[config.mk]
export PLATFORM = sky130hd
export DESIGN_NAME = lsu_mem_stage
export DESIGN_NICKNAME = d
export VERILOG_FILES = /design/src/rtl/rv_lsu_pkg.sv /design/src/rtl/lsu_load_align.sv /design/src/rtl/lsu_mem_stage.sv
export SDC_FILE = /design/constraint.sdc
export NUM_CORES = 1
export LEC_CHECK = 0
export CAP_MARGIN = 40
export CORE_MARGIN = 5
export CORE_UTILIZATION = 35
export DETAILED_ROUTE_END_ITERATION = 8
export HOLD_SLACK_MARGIN = 0.08
export PLACE_DENSITY = 0.61
export SLEW_MARGIN = 20
export SYNTH_ARGS = -nofsm -noshare
export SYNTH_HDL_FRONTEND = slang
export SYNTH_SLANG_ARGS = --single-unit
[constraint.sdc]
create_clock -name clk -period 5.8 [get_ports clk]
set_clock_uncertainty 0.15 [all_clocks]
set_input_delay 0.87 -clock clk [delete_from_list [all_inputs] [get_ports clk]]
set_output_delay 0.87 -clock clk [all_outputs]
set_load 0.02 [all_outputs]
[src/rtl/rv_lsu_pkg.sv]
// Shared types and helpers for the RV32I MEM-stage load/store unit.
package rv_lsu_pkg;

  localparam logic [2:0] F3_LB  = 3'b000;
  localparam logic [2:0] F3_LH  = 3'b001;
  localparam logic [2:0] F3_LW  = 3'b010;
  localparam logic [2:0] F3_LBU = 3'b100;
  localparam logic [2:0] F3_LHU = 3'b101;
  localparam logic [2:0] F3_SB  = 3'b000;
  localparam logic [2:0] F3_SH  = 3'b001;
  localparam logic [2:0] F3_SW  = 3'b010;

  typedef enum logic [1:0] {
    S_IDLE,
    S_REQ,
    S_RESP
  } lsu_state_e;

  // Everything about the in-flight access that outlives the EX/MEM register.
  typedef struct packed {
    logic       we;
    logic [2:0] funct3;
    logic [1:0] lo;
    logic [4:0] rd;
  } lsu_op_t;

  function automatic logic f3_legal(input logic ld, input logic [2:0] f3);
    if (ld) return f3 inside {F3_LB, F3_LH, F3_LW, F3_LBU, F3_LHU};
    return f3 inside {F3_SB, F3_SH, F3_SW};
  endfunction

  function automatic logic f3_misaligned(input logic [2:0] f3, input logic [1:0] lo);
    return ((f3[1:0] == 2'b01) && lo[0]) || ((f3[1:0] == 2'b10) && (lo != 2'b00));
  endfunction

  // Clear the low address bits below the access size (natural alignment).
  function automatic logic [1:0] align_lo(input logic [2:0] f3, input logic [1:0] lo);
    case (f3[1:0])
      2'b00:   return lo;
      2'b01:   return {lo[1], 1'b0};
      default: return 2'b00;
    endcase
  endfunction

  function automatic logic [3:0] lane_be(input logic [2:0] f3, input logic [1:0] lo);
    case (f3[1:0])
      2'b00:   return 4'b0001 << lo;
      2'b01:   return lo[1] ? 4'b1100 : 4'b0011;
      default: return 4'b1111;
    endcase
  endfunction

endpackage

[src/rtl/lsu_load_align.sv]
// Load lane extraction with sign/zero extension for LB/LH/LW/LBU/LHU.
module lsu_load_align
  import rv_lsu_pkg::*;
#(
  parameter int XLEN = 32
) (
  input  logic [2:0]      funct3,
  input  logic [1:0]      addr_lo,
  input  logic [XLEN-1:0] rdata,
  output logic [XLEN-1:0] data
);

  logic [7:0]  b;
  logic [15:0] h;

  always_comb begin
    b = rdata[8*addr_lo +: 8];
    h = addr_lo[1] ? rdata[16 +: 16] : rdata[0 +: 16];
    case (funct3)
      F3_LB:   data = {{(XLEN-8){b[7]}}, b};
      F3_LH:   data = {{(XLEN-16){h[15]}}, h};
      F3_LBU:  data = {{(XLEN-8){1'b0}}, b};
      F3_LHU:  data = {{(XLEN-16){1'b0}}, h};
      default: data = rdata;
    endcase
  end

endmodule

[src/rtl/lsu_mem_stage.sv]
// RV32I MEM-stage LSU: req/gnt/rvalid handshake to data memory, pipeline stall, load writeback.
// Define LSU_MISALIGN_TRAP_EN to trap misaligned accesses instead of truncating them.
module lsu_mem_stage
  import rv_lsu_pkg::*;
#(
  parameter int XLEN = 32,
  parameter int BE_W = XLEN/8
) (
  input  logic            clk,
  input  logic            rst,
  input  logic            ex_valid_i,
  input  logic            ex_ld_i,
  input  logic            ex_st_i,
  input  logic [2:0]      ex_funct3_i,
  input  logic [XLEN-1:0] ex_addr_i,
  input  logic [XLEN-1:0] ex_wdata_i,
  input  logic [4:0]      ex_rd_i,
  output logic            lsu_stall_o,
  output logic            dmem_req_o,
  output logic            dmem_we_o,
  output logic [XLEN-1:0] dmem_addr_o,
  output logic [BE_W-1:0] dmem_be_o,
  output logic [XLEN-1:0] dmem_wdata_o,
  input  logic            dmem_gnt_i,
  input  logic            dmem_rvalid_i,
  input  logic [XLEN-1:0] dmem_rdata_i,
  output logic            wb_valid_o,
  output logic [4:0]      wb_rd_o,
  output logic [XLEN-1:0] wb_data_o,
  output logic            misalign_o
);

  lsu_state_e                 state_q;
  lsu_op_t                    op_q;
  logic                       acc, legal, issue;
  logic [1:0]                 lo;
  logic [BE_W-1:0][7:0]       st_lane;
  logic [XLEN-1:0]            ld_data;

  assign acc   = ex_valid_i & (ex_ld_i | ex_st_i);
  assign legal = f3_legal(ex_ld_i, ex_funct3_i);
  assign lo    = align_lo(ex_funct3_i, ex_addr_i[1:0]);

`ifdef LSU_MISALIGN_TRAP_EN
  logic mis;
  assign mis   = acc & legal & f3_misaligned(ex_funct3_i, ex_addr_i[1:0]);
  assign issue = acc & legal & ~mis;

  always_ff @(posedge clk or posedge rst) begin
    if (rst) misalign_o <= 1'b0;
    else     misalign_o <= (state_q == S_IDLE) & mis;
  end
`else
  assign issue      = acc & legal;
  assign misalign_o = 1'b0;
`endif

  // Byte/halfword stores replicate across all lanes so the byte enables alone pick the target.
  for (genvar i = 0; i < BE_W; i++) begin : g_lane
    assign st_lane[i] = (ex_funct3_i[1:0] == 2'b00) ? ex_wdata_i[7:0] :
                        (ex_funct3_i[1:0] == 2'b01) ? ex_wdata_i[8*(i%2) +: 8] :
                                                      ex_wdata_i[8*i +: 8];
  end

  lsu_load_align #(.XLEN(XLEN)) u_align (
    .funct3  (op_q.funct3),
    .addr_lo (op_q.lo),
    .rdata   (dmem_rdata_i),
    .data    (ld_data)
  );

  always_comb begin
    lsu_stall_o = 1'b0;
    case (state_q)
      S_IDLE:  lsu_stall_o = issue;
      S_REQ:   lsu_stall_o = !(op_q.we && dmem_gnt_i);
      S_RESP:  lsu_stall_o = !dmem_rvalid_i;
      default: lsu_stall_o = 1'b0;
    endcase
  end

  always_ff @(posedge clk or posedge rst) begin
    if (rst) begin
      state_q      <= S_IDLE;
      op_q         <= '0;
      dmem_req_o   <= 1'b0;
      dmem_we_o    <= 1'b0;
      dmem_addr_o  <= '0;
      dmem_be_o    <= '0;
      dmem_wdata_o <= '0;
      wb_valid_o   <= 1'b0;
      wb_rd_o      <= '0;
      wb_data_o    <= '0;
    end else begin
      wb_valid_o <= 1'b0;
      case (state_q)
        S_IDLE: if (issue) begin
          op_q         <= '{we: ex_st_i, funct3: ex_funct3_i, lo: lo, rd: ex_rd_i};
          dmem_req_o   <= 1'b1;
          dmem_we_o    <= ex_st_i;
          dmem_addr_o  <= {ex_addr_i[XLEN-1:2], 2'b00};
          dmem_be_o    <= lane_be(ex_funct3_i, lo);
          dmem_wdata_o <= ex_st_i ? st_lane : '0;
          state_q      <= S_REQ;
        end
        S_REQ: if (dmem_gnt_i) begin
          dmem_req_o   <= 1'b0;
          dmem_we_o    <= 1'b0;
          dmem_addr_o  <= '0;
          dmem_be_o    <= '0;
          dmem_wdata_o <= '0;
          state_q      <= op_q.we ? S_IDLE : S_RESP;
        end
        S_RESP: if (dmem_rvalid_i) begin
          wb_valid_o <= 1'b1;
          wb_rd_o    <= op_q.rd;
          wb_data_o  <= ld_data;
          state_q    <= S_IDLE;
        end
        default: state_q <= S_IDLE;
      endcase
    end
  end

endmodule

# After elaboration in Yosys (flattened, before gate mapping)
# Cells that the tools add are included.
# classes
n_eq_ne	13
n_shift	2
n_mux	35
bitwise_logic	3
reduce_logical	14
# ops
cell	count
2-to-1 mux 32 bit	4
one-hot mux 32 bit (2 select lines)	2
one-hot mux 32 bit (4 select lines)	1
2-to-1 mux 8 bit	5
variable part select 32 x 6 -> 8 bit	1
2-to-1 mux 16 bit	1
one-hot mux 4 bit (2 select lines)	2
equality test 3 bit (second input constant)	4
2-to-1 mux 4 bit	3
2-to-1 mux 1 bit	8
2-to-1 mux 2 bit	4
equality test 3 x 1 -> 1 bit (second input constant)	2
zero test 3 bit	2
inequality test 2 bit (second input constant)	3
one-hot mux 2 bit (3 select lines)	1
AND reduction 3 bit	2
nonzero test 5 bit	1
equality test 2 x 1 -> 1 bit (second input constant)	2
zero test 2 bit	2
one-hot mux 1 bit (2 select lines)	2
one-hot mux 2 bit (2 select lines)	1
AND reduction 2 bit	2
left shift 1 x 2 -> 4 bit (first input constant)	1
equality test 3 x 2 -> 1 bit (second input constant)	1
other kinds (8)	10
# totals
ff_bits	121
inputBits	111
out_inout_bits	110
wordCells	80

# Longest topological paths before layout
# Gate-level depths: netlist (run 1).
# depth
ltp_word	7
ltp_mapped	6
ltp_nobuf	4

# Hierarchy
# A second synthesis (run 1) with hierarchy kept.
# hier_totals
cells_unflattened	583
hier_area_um2	6254.7
# modules_own_cells
mod	n_inst	cells_per_inst	area_per_inst_um2	seq_area_each_um2
lsu_mem_stage	1	465	5494.0	2977.9
lsu_load_align	1	118	760.7	0.0

# Least setup slack after synthesis (run 1)
# Ideal clock, no wire load.
# synth_timing
path_kind	input -> output
from	input ex_st_i
to	output lsu_stall_o
arrival_time_ps	2007
t_required_ps	4780
slack_ps	2773
stages	6
n_path_buf	3
path_cell_list	buf_2 -> and2b_1 -> o2111ai_2 -> buf_6 -> buf_6 -> o311ai_0
# synth_between
elab_chain_cells	4
# synth_lines
element	line	rtl
from (decl)	lsu_mem_stage.sv:13	input logic ex_st_i,
OR 1 bit	lsu_mem_stage.sv:40	assign acc = ex_valid_i & (ex_ld_i | ex_st_i);
bitwise AND 1 bit	lsu_mem_stage.sv:40	
bitwise AND 1 bit	lsu_mem_stage.sv:54	assign issue = acc & legal;
one-hot mux 1 bit (3 select lines)	lsu_mem_stage.sv:74	case (state_q)
to (decl)	lsu_mem_stage.sv:18	output logic lsu_stall_o,
# No other way between the ends.

# Worst setup path after layout (run 1)
# layout_timing
from	input ex_funct3_i[0]
to	output lsu_stall_o
# layout_between
elab_chain_cells	6
elab_cells_between_ends	11
cone_classes	eq/ne: 4; mux: 3; bitwise: 1; reduce/logical: 3
# layout_lines
element	line	rtl
from (decl)	lsu_mem_stage.sv:14	input logic [2:0] ex_funct3_i,
equality test 3 x 1 -> 1 bit, or another cell as far along	rv_lsu_pkg.sv:28, rv_lsu_pkg.sv:29	
nonzero test 5 bit	rv_lsu_pkg.sv:28	if (ld) return f3 inside {F3_LB, F3_LH, F3_LW, F3_LBU, F3_LHU};
2-to-1 mux 1 bit	rv_lsu_pkg.sv:28	
2-to-1 mux 1 bit *	rv_lsu_pkg.sv:29	return f3 inside {F3_SB, F3_SH, F3_SW};
bitwise AND 1 bit *	lsu_mem_stage.sv:54	
one-hot mux 1 bit (3 select lines) *	lsu_mem_stage.sv:74	
# Every way passes the cells marked *; elsewhere a longest branch is shown, timed or not. The select of a mux whose other input is x is not followed.

==> results of run 1 <==
==> cell type report <==
| class | instances | area share |
|---|---|---|
| multi-input combinational | 391 | 0.301 |
| inverter | 37 | 0.0157 |
| clock buffer | 22 | 0.0539 |
| tap | 225 | 0.0313 |
| timing repair buffer | 230 | 0.258 |
| clock inverter | 10 | 0.00794 |
| sequential | 119 | 0.331 |
==> flip-flops by register name, indices dropped and copies added, names as in the netlist <==
register and cells:
dmem_be_o 4, dmem_we_o 1, wb_data_o 32, dmem_req_o 1, dmem_wdata_o 32, state_q 2
wb_valid_o 1, op_q 11, wb_rd_o 5, dmem_addr_o 30
==> layout by cell type (no fill, tap or decap), types with 2 or more instances in the layout <==
| cell type | n |
|---|---|
| nand2b_1 | 18 |
| nor3b_1 | 9 |
| clkbuf_8 | 4 |
| nand2_1 | 114 |
| mux2_4 | 10 |
| clkinvlp_4 | 7 |
| inv_1 | 35 |
| o211ai_1 | 8 |
| a311oi_1 | 7 |
| nand3b_1 | 2 |
| o22ai_1 | 17 |
| dfrtp_1 | 119 |
| o31ai_1 | 8 |
| nor2_1 | 22 |
| a21oi_1 | 20 |
| clkbuf_16 | 17 |
| conb_1 | 3 |
| buf_16 | 2 |
| o21ai_0 | 11 |
| mux2i_1 | 74 |
| o32ai_1 | 7 |
| mux2_2 | 27 |
| buf_4 | 9 |
| clkdlybuf4s50_1 | 216 |
| o21a_1 | 8 |
| clkinv_2 | 2 |
| nor2b_1 | 2 |
| or3b_2 | 2 |
| a31oi_1 | 7 |
==> cell families after synthesis <==
kind of cell           count (synthesis)
AO/OA/AOI/OAI                        100
buffers and inverters                 86
flip-flops                           119
multiplexers                         112
other                                  1
AND/OR/NAND/NOR                      176
==> how the worst min path moves through the flow <==
stage	start	endpoint	cells after the start
3_3_place_gp	op_q[3]	wb_rd_o[3]	2
2_1_floorplan	op_q[0]	wb_rd_o[0]	2
4_1_cts	wb_rd_o[1]	wb_rd_o[1]	2
3_5_place_dp	wb_rd_o[1]	wb_rd_o[1]	2
6_report	wb_rd_o[3]	wb_rd_o[3]	2
5_1_grt	wb_rd_o[1]	wb_rd_o[1]	2
==> through the flow <==
step | total power [W] | util | area, sq um
global route | 0.00424 | 0.523 | 8980
global placement | 0.00301 | 0.485 | 8330
CTS | 0.00407 | 0.521 | 8960
finish | 0.00402 | 0.523 | 8980
detailed placement | 0.00307 | 0.489 | 8400
floorplan | 0.00221 | - | 6100
==> per-layer routing <==
metal | vias up | track usage | share of wire
met5 | - | 0 | 0
met4 | 0 | 0.0646 | 0.017
met3 | 18 | 0.0733 | 0.092
met2 | 220 | 0.293 | 0.46
met1 | 2513 | 0.237 | 0.43
li1 | 2441 | - | -
==> worst max-delay path: cells and delay by family <==
family / cells / cell delay [ps]
buffers and inverters: 3 / 1290
AOI/OAI and AO/OA: 3 / 630
==> power by group through the flow <==
stage                     clock [W]  combinational [W]  sequential [W]
after floorplan                   0           0.000568         0.00164
after global placement            0            0.00163         0.00138
after detailed placement          0            0.00170         0.00137
after CTS                   0.00100            0.00170         0.00137
after global routing        0.00104            0.00180         0.00140
final                      0.000969            0.00168         0.00137
==> qor.yml, run 1 <==
cells_and_area:
  register_area_sq_um: 2980
  multi_input_area_sq_um: 2710
  nNetsFinal: 907
  antenna_cells: 0
  area_growth_pct: 47.4
  layout-drive-gt1-share: 0.110
  fillers: 1559
  fin_cells: 1034
floorplanning:
  rows: 48
  die_h_microns: 142
  start_util: 0.355
  die_w_microns: 142
  ios: 221
  coreArea_sq_um: 17200
  dieArea_sq_um: 20100
yosys:
  ys_top_cells_by_count: "dfrtp_1, nand2_1, mux2i_1"
  synth_top_area_share: 0.489
  synth_cell_types: 44
  synth_seq_cells: 119
  synth-edff-count: 0
  synthArstFlopShare: 1.00
  synth_top_family_by_area: "multiplexers"
  synthCells: 594
  ys.warnings.count: 0
  seq_area_frac_synth: 0.489
  synthMuxAreaShare: 0.200
  ys.flop_type: "dfrtp_1"
  syn_area_sq_um: 6090
  syn_avg_cell_area_sq_um: 10.3
  yosysTopAreaCell: "dfrtp_1"
  synth_compound_area_frac: 0.112
  yosys.area_share.simple: 0.129
  yosys.cell_count.top_type: "dfrtp_1"
  synthAdderAreaFrac: 0
  synth.area.top_cells: "dfrtp_1, mux2i_1, nand2_1"
  synth_xor_area_frac: 0
route:
  num_vias: 5192
  ant_nets: 0
  wl_per_cell_microns: 18.3
  dr.first_iter.drc_count: 191
  vias_per_cell: 5.02
  dr.pass1.iters: 4
  drt-total-wl_microns: 18900
  drc: 0
setup_path:
  rrSetupSlack_ps: 3220
  slowest_stage: "clkdlybuf4s50_1"
  crit_end: "lsu_stall_o"
  cp_max_fo: 29
  startpoint: "ex_funct3_i[0]"
  r2r_end: "op_q[10]"
  worstSetupEndpointType: "output pin"
  critPathRequiredTime_ps: 4780
  worstPathCellList: "clkdlybuf4s50_1 -> buf_4 -> o21ai_0 -> o2111ai_4 -> o311ai_0 -> clkdlybuf4s50_1"
  crit_path_frequent_cell: "clkdlybuf4s50_1"
  start_kind: "input pin"
  worstSetupPathType: "in2out"
  rr_startpoint: "state_q[0]"
  cp.arrival_ps: 2790
  slowest_delay_ps: 670
  reg2regPathDepth: 5
grt:
  grt_pass1_wl_microns: 29400
  gr-usage-all-layers: 0.187
  antenna_found_initial: 0
  grt_max_degree: 49
  first_global_vias: 5558
  overflow: 0
clocking:
  postCtsSetupBuffers: 0
  clockBufferDepth: 2
  clkLatencyLatePin_ps: 400
  cts_made_buffers: 17
  clk_pin_slew_ps: 60
  cts_root_buffer: "clkbuf_16"
  cts-resized-gates: 0
  holdBufCountCts: 0
  cts_sinks: 119
  cts_tree: "done"
  htree_num_levels: 4
sta:
  hold-worst-slack_ps: 327
  finalHoldViolCount: 0
  drv_slew: 0
  max_slew_margin: 0.486
  setup_slack_ps: 1990
  max_freq_mhz: 262
  finalSetupTns_ps: 0
  rsz0062_at_grt: "false"
  tightest_slew_ps: 770
  period_needed_ps: 3810
  finalCritPeriodShare: 0.657
  setup_violations: 0
power:
  p_int_w: 0.00255
  pwr-share-clk: 0.241
  seq_power_share: 0.340
  power.leakage_nw: 4.22
  p_per_area_nw_per_um2: 447
  p_sw_frac: 0.365
  p_comb_frac: 0.419
  ir_drop_v: 0.000258
  switchingPower_w: 0.00147
placed_design:
  dpl.hpwl_microns: 13900
  finalWeightedCongestion: 0.866
  post-place-ws_ps: 1760
  place_inst: 1001
  port_buffers: 217
status:
  outcome: "complete, no violations"
min_path:
  hold_class: "reg2reg"
run:
  cap_viol_max_count: 0
Power figures use the tool's default switching activity.
==> inputs of run 2 (changes only) <==
Clock period 5.8 ns to 3.9 ns, I/O delays scaled along.
==> run 2 against run 1 <==
Net effect: register-to-register slack worse by 1800 ps; clock power up 56%; core utilization down 0.14 points; clock-buffer cell count up 1; critical path depth down 1; global-route usage down 0.077 points; largest cell class unchanged; sequential share of layout area up 0.088 points.
==> qor.yml, run 2 (synthesis results as in run 1) <==
sta:
  setup_slack_ps: 792  # was 1990 ps
  max_slew_margin: 0.453  # was 0.486
  drv_slew: 0  # unchanged
  period_needed_ps: 3110
  finalHoldViolCount: 0  # unchanged
  max_freq_mhz: 322
  hold-worst-slack_ps: 326  # was 327 ps
  finalSetupTns_ps: 0  # unchanged
  finalCritPeriodShare: 0.797
  tightest_slew_ps: 820  # was 770 ps
  rsz0062_at_grt: "false"  # unchanged
  setup_violations: 0  # unchanged
floorplanning:
  die_h_microns: 142  # unchanged
  die_w_microns: 142  # unchanged
  rows: 48  # unchanged
  dieArea_sq_um: 20100  # unchanged
  coreArea_sq_um: 17200  # unchanged
  ios: 221  # unchanged
  start_util: 0.355  # unchanged
clocking:
  holdBufCountCts: 0  # unchanged
  postCtsSetupBuffers: 0  # unchanged
  cts_root_buffer: "clkbuf_16"  # unchanged
  clkLatencyLatePin_ps: 410  # was 400 ps
  clk_pin_slew_ps: 50  # was 60 ps
  cts_tree: "done"  # unchanged
  cts-resized-gates: 0  # unchanged
  htree_num_levels: 4  # unchanged
  cts_sinks: 119  # unchanged
  cts_made_buffers: 17  # unchanged
  clockBufferDepth: 2  # unchanged
setup_path:
  rr_startpoint: "state_q[0]"  # unchanged
  critPathRequiredTime_ps: 3160  # was 4780 ps
  crit_path_frequent_cell: "clkdlybuf4s50_1"  # unchanged
  worstSetupEndpointType: "output pin"  # unchanged
  reg2regPathDepth: 5  # unchanged
  rrSetupSlack_ps: 1420  # was 3220 ps
  cp_max_fo: 3  # was 29
  slowest_delay_ps: 690  # was 670 ps
  slowest_stage: "clkdlybuf4s50_1"  # unchanged
  worstPathCellList: "clkdlybuf4s50_1 -> o21ai_0 -> o2111ai_4 -> o311ai_0 -> clkdlybuf4s50_1"  # was clkdlybuf4s50_1 -> buf_4 -> o21ai_0 -> o2111ai_4 -> o311ai_0 -> clkdlybuf4s50_1
  r2r_end: "state_q[0]"  # was op_q[10]
  worstSetupPathType: "in2out"  # unchanged
  cp_top_family: "buffers and inverters"  # unchanged
  worst-path-buf-inv: 2  # was 3
  cp.arrival_ps: 2370  # was 2790 ps
  start_kind: "input pin"  # unchanged
placed_design:
  port_buffers: 217  # unchanged
  finalWeightedCongestion: 0.861  # was 0.866
  dpl.hpwl_microns: 13600  # was 13900 microns
  post-place-ws_ps: 549  # was 1760 ps
route:
  drc: 0  # unchanged
  vias_per_cell: 5.02  # about the same
  wl_per_cell_microns: 18.3  # about the same
  ant_nets: 0  # unchanged
  dr.pass1.iters: 5  # was 4
  drt-total-wl_microns: 18900  # about the same
  dr.first_iter.drc_count: 289  # was 191
  num_vias: 5183  # was 5192
grt:
  overflow: 0  # unchanged
  antenna_found_initial: 0  # unchanged
  first_global_vias: 5474  # was 5558
  grt_pass1_wl_microns: 29500  # was 29400 microns
  gr-usage-all-layers: 0.186  # was 0.187
  grt_max_degree: 86  # was 49
power:
  ir_drop_v: 0.000392  # was 0.000258 V
  power.leakage_nw: 4.23  # was 4.22 nW
  p_per_area_nw_per_um2: 672  # was 447 nW/um^2
cells_and_area:
  nNetsFinal: 906  # was 907
  area_growth_pct: 47.0  # was 47.4%
  layout-drive-gt1-share: 0.105  # was 0.110
  fillers: 1550  # was 1559
  mostFrequentLayoutCells: "clkdlybuf4s50_1, dfrtp_1, nand2_1, mux2i_1, inv_1"  # unchanged
  final_common_cell: "clkdlybuf4s50_1"  # unchanged
  reg_top3: "dmem_wdata_o: 32 flops, wb_data_o: 32 flops, dmem_addr_o: 30 flops"  # unchanged
  antenna_cells: 0  # unchanged
min_path:
  hold_class: "reg2reg"  # unchanged
  min_path_cells: 2  # unchanged
  min-delay-start: "wb_rd_o[3]"  # unchanged
  whs_endpoint: "wb_rd_o[3]"  # unchanged
run:
  cap_viol_max_count: 0  # unchanged
status:
  outcome: "complete, no violations"  # unchanged
[run 2: cell types whose count changed in the layout (fill, tap and decap cells not counted), sizes merged]
cell	before	now
buf	13	12
bufinv	0	2
clkbuf	23	24
clkinv	3	4
clkinvlp	7	3
inv	37	36
[run 2: cell type report]
class | count | area [sq um] | area share
multi-input combinational | 391 | 2710 | 0.302
clock inverter | 8 | 97.6 | 0.0109
sequential | 119 | 2980 | 0.332
tap | 225 | 282 | 0.0314
clock buffer | 23 | 478 | 0.0533
timing repair buffer | 229 | 2280 | 0.254
inverter | 37 | 141 | 0.0158
[run 2: power by group]
part           total, W  switching (W)  internal (W)
sequential      0.00203       0.000337       0.00169
combinational   0.00249        0.00127       0.00122
clock           0.00151       0.000530      0.000983
total           0.00602        0.00214       0.00389
[run 2: worst max path at each step]
stage	start	to	slack [ps]	cells after the start
global placement	ex_funct3_i[2]	state_q[0]	640	6
finish	ex_funct3_i[2]	lsu_stall_o	790	5
CTS	ex_funct3_i[2]	lsu_stall_o	790	5
floorplan	rst	dmem_addr_o[10]	8	1
detailed placement	ex_funct3_i[2]	dmem_addr_o[14]	550	6
global route	ex_funct3_i[2]	lsu_stall_o	700	5
[run 2: worst register-to-register path: stages (launching register included)]
cell and delay, ps:
dfrtp_1 420, nor2_1 110, o2111ai_4 110, buf_4 670, buf_4 640, o21ai_0 220
[run 2: metrics by stage]
stage | area (sq um) | std cells | utilization | total power, W
final | 8960 | 1032 | 0.522 | 0.00602
after global routing | 8960 | 1032 | 0.522 | 0.00637
after CTS | 8960 | 1032 | 0.522 | 0.00610
after detailed placement | 8380 | 1001 | 0.488 | 0.00454
after global placement | 8370 | 1000 | 0.487 | 0.00448
after floorplan | 6100 | 596 | - | 0.00329
[run 2: metal layers]
metal	wire length (microns)	global-route usage	vias up	part of all wire
li1	-	-	2436	-
met1	8110	0.237	2474	0.43
met2	8190	0.277	239	0.43
met3	1990	0.0823	34	0.11
met4	560	0.0783	0	0.030
met5	0	0	-	0
==> inputs of run 3 (changes only) <==
Settings changed: PLACE_DENSITY 0.61 to 0.64.
Clock period 3.9 ns to 2.66 ns, I/O delays scaled along.
==> run 3 against run 2 <==
Net effect: clock-buffer cell count decreased by 3; combinational power increased by 47%; hold slack got worse by 27 ps; critical endpoint unchanged.
==> qor.yml, run 3 (synthesis results as in run 1) <==
sta:
  drv_slew: 0  # unchanged
  setup_violations: 0  # unchanged
  finalCritPeriodShare: 0.945
  hold-worst-slack_ps: 299  # was 326 ps
  finalHoldViolCount: 0  # unchanged
  tightest_slew_ps: 696  # was 820 ps
  max_slew_margin: 0.535  # was 0.453
  max_freq_mhz: 398
  period_needed_ps: 2510
  rsz0062_at_grt: "false"  # unchanged
floorplanning:
  start_util: 0.355  # unchanged
  ios: 221  # unchanged
  die_w_microns: 142  # unchanged
  dieArea_sq_um: 20100  # unchanged
  rows: 48  # unchanged
  coreArea_sq_um: 17200  # unchanged
  die_h_microns: 142  # unchanged
setup_path:
  rr_startpoint: "op_q[6]"  # was state_q[0]
  critPathRequiredTime_ps: 2110  # was 3160 ps
  worstSetupPathType: "in2out"  # unchanged
  cp_max_fo: 3  # unchanged
  worst-path-buf-inv: 2  # unchanged
  slowest_stage: "clkdlybuf4s50_1"  # unchanged
  startpoint: "ex_funct3_i[2]"  # unchanged
  rrSetupSlack_ps: 560  # was 1420 ps
  cp_top_family: "buffers and inverters"  # unchanged
  crit_end: "lsu_stall_o"  # unchanged
  worstSetupEndpointType: "output pin"  # unchanged
  r2r_end: "wb_data_o[19]"  # was state_q[0]
  crit_cells: 5  # unchanged
  reg2regPathDepth: 3  # was 5
  slowest_delay_ps: 470  # was 690 ps
  worstPathCellList: "clkdlybuf4s50_1 -> o21ai_0 -> o2111ai_4 -> o311ai_0 -> dlygate4sd2_1"  # was clkdlybuf4s50_1 -> o21ai_0 -> o2111ai_4 -> o311ai_0 -> clkdlybuf4s50_1
  cp.arrival_ps: 1960  # was 2370 ps
  start_kind: "input pin"  # unchanged
clocking:
  cts_sinks: 119  # unchanged
  cts_made_buffers: 17  # unchanged
  clockBufferDepth: 2  # unchanged
  postCtsSetupBuffers: 0  # unchanged
  cts_root_buffer: "clkbuf_16"  # unchanged
  cts-resized-gates: 1  # was 0
  holdBufCountCts: 0  # unchanged
  clkLatencyLatePin_ps: 400  # was 410 ps
  htree_num_levels: 4  # unchanged
  cts_tree: "done"  # unchanged
  clk_pin_slew_ps: 50  # about the same
power:
  p_per_area_nw_per_um2: 1000  # was 672 nW/um^2
  ir_drop_v: 0.000507  # was 0.000392 V
  power.leakage_nw: 4.31  # was 4.23 nW
cells_and_area:
  area_growth_pct: 49.7  # was 47.0%
  fillers: 1519  # was 1550
  final_common_cell: "clkdlybuf4s50_1"  # unchanged
  nNetsFinal: 913  # was 906
  design_area_sq_um: 9120  # was 8960 sq um
  mostFrequentLayoutCells: "clkdlybuf4s50_1, dfrtp_1, nand2_1, mux2i_1, inv_1"  # unchanged
  antenna_cells: 0  # unchanged
  reg_top3: "dmem_wdata_o: 32 flops, wb_data_o: 32 flops, dmem_addr_o: 30 flops"  # unchanged
  layout-drive-gt1-share: 0.117  # was 0.105
route:
  dr.first_iter.drc_count: 202  # was 289
  num_vias: 5258  # was 5183
  vias_per_cell: 5.06  # was 5.02
  dr.pass1.iters: 4  # was 5
  ant_nets: 0  # unchanged
  drc: 0  # unchanged
  drt-total-wl_microns: 18800  # was 18900 microns
  wl_per_cell_microns: 18.0  # was 18.3 microns
grt:
  overflow: 0  # unchanged
  grt_max_degree: 61  # was 86
  gr-usage-all-layers: 0.187  # was 0.186
  antenna_found_initial: 0  # unchanged
  first_global_vias: 5542  # was 5474
  grt_pass1_wl_microns: 29800  # was 29500 microns
run:
  cap_viol_max_count: 0  # unchanged
placed_design:
  place_area_sq_um: 8460  # was 8380 sq um
  finalWeightedCongestion: 0.874  # was 0.861
  dpl.hpwl_microns: 13900  # was 13600 microns
  port_buffers: 217  # unchanged
min_path:
  hold_class: "in2async"  # was reg2reg
status:
  outcome: "complete, no violations"  # unchanged
==> run 3: power breakdown <==
part | internal (W) | switching, W
logic | 0.00179 | 0.00186
clock network | 0.00173 | 0.000816
registers | 0.00247 | 0.000466
==> run 3: worst min-delay path by stage <==
| stage | to | slack [ps] | cells after the start |
|---|---|---|---|
| finish | dmem_be_o[2] | 300 | 2 |
| global route | dmem_wdata_o[3] | 340 | 2 |
| detailed placement | wb_rd_o[3] | 310 | 2 |
| floorplan | wb_rd_o[0] | 290 | 2 |
| CTS | dmem_wdata_o[2] | 310 | 2 |
| global placement | wb_rd_o[3] | 310 | 2 |
==> run 3: layout make-up <==
type	instances	area (sq um)	area share
multi-input combinational	391	2710	0.297
inverter	37	143	0.0156
tap	225	282	0.0309
clock buffer	20	467	0.0512
timing repair buffer	236	2350	0.258
clock inverter	12	198	0.0217
sequential	119	2980	0.326
==> run 3: through the flow <==
| step | instances | TNS (ps) | power (W) | utilization | setup slack [ps] |
|---|---|---|---|---|---|
| 4_1_cts | 1040 | 0 | 0.00924 | 0.531 | 122 |
| 3_3_place_gp | 1008 | -191 | 0.00657 | 0.493 | -191 |
| 6_report | 1040 | 0 | 0.00914 | 0.531 | 147 |
| 2_1_floorplan | 596 | 0 | 0.00482 | - | 575 |
| 3_5_place_dp | 1008 | -178 | 0.00664 | 0.493 | -178 |
| 5_1_grt | 1040 | 0 | 0.00963 | 0.531 | 60.1 |
==> run 3: metal layers <==
layer  global-route usage  up-vias  routed length (microns)
met5                    0        -                        0
met2                0.307      214                     8980
li1                     -     2465                        -
met3               0.0662       22                     1740
met1                0.230     2557                     7710
met4               0.0672        0                      335
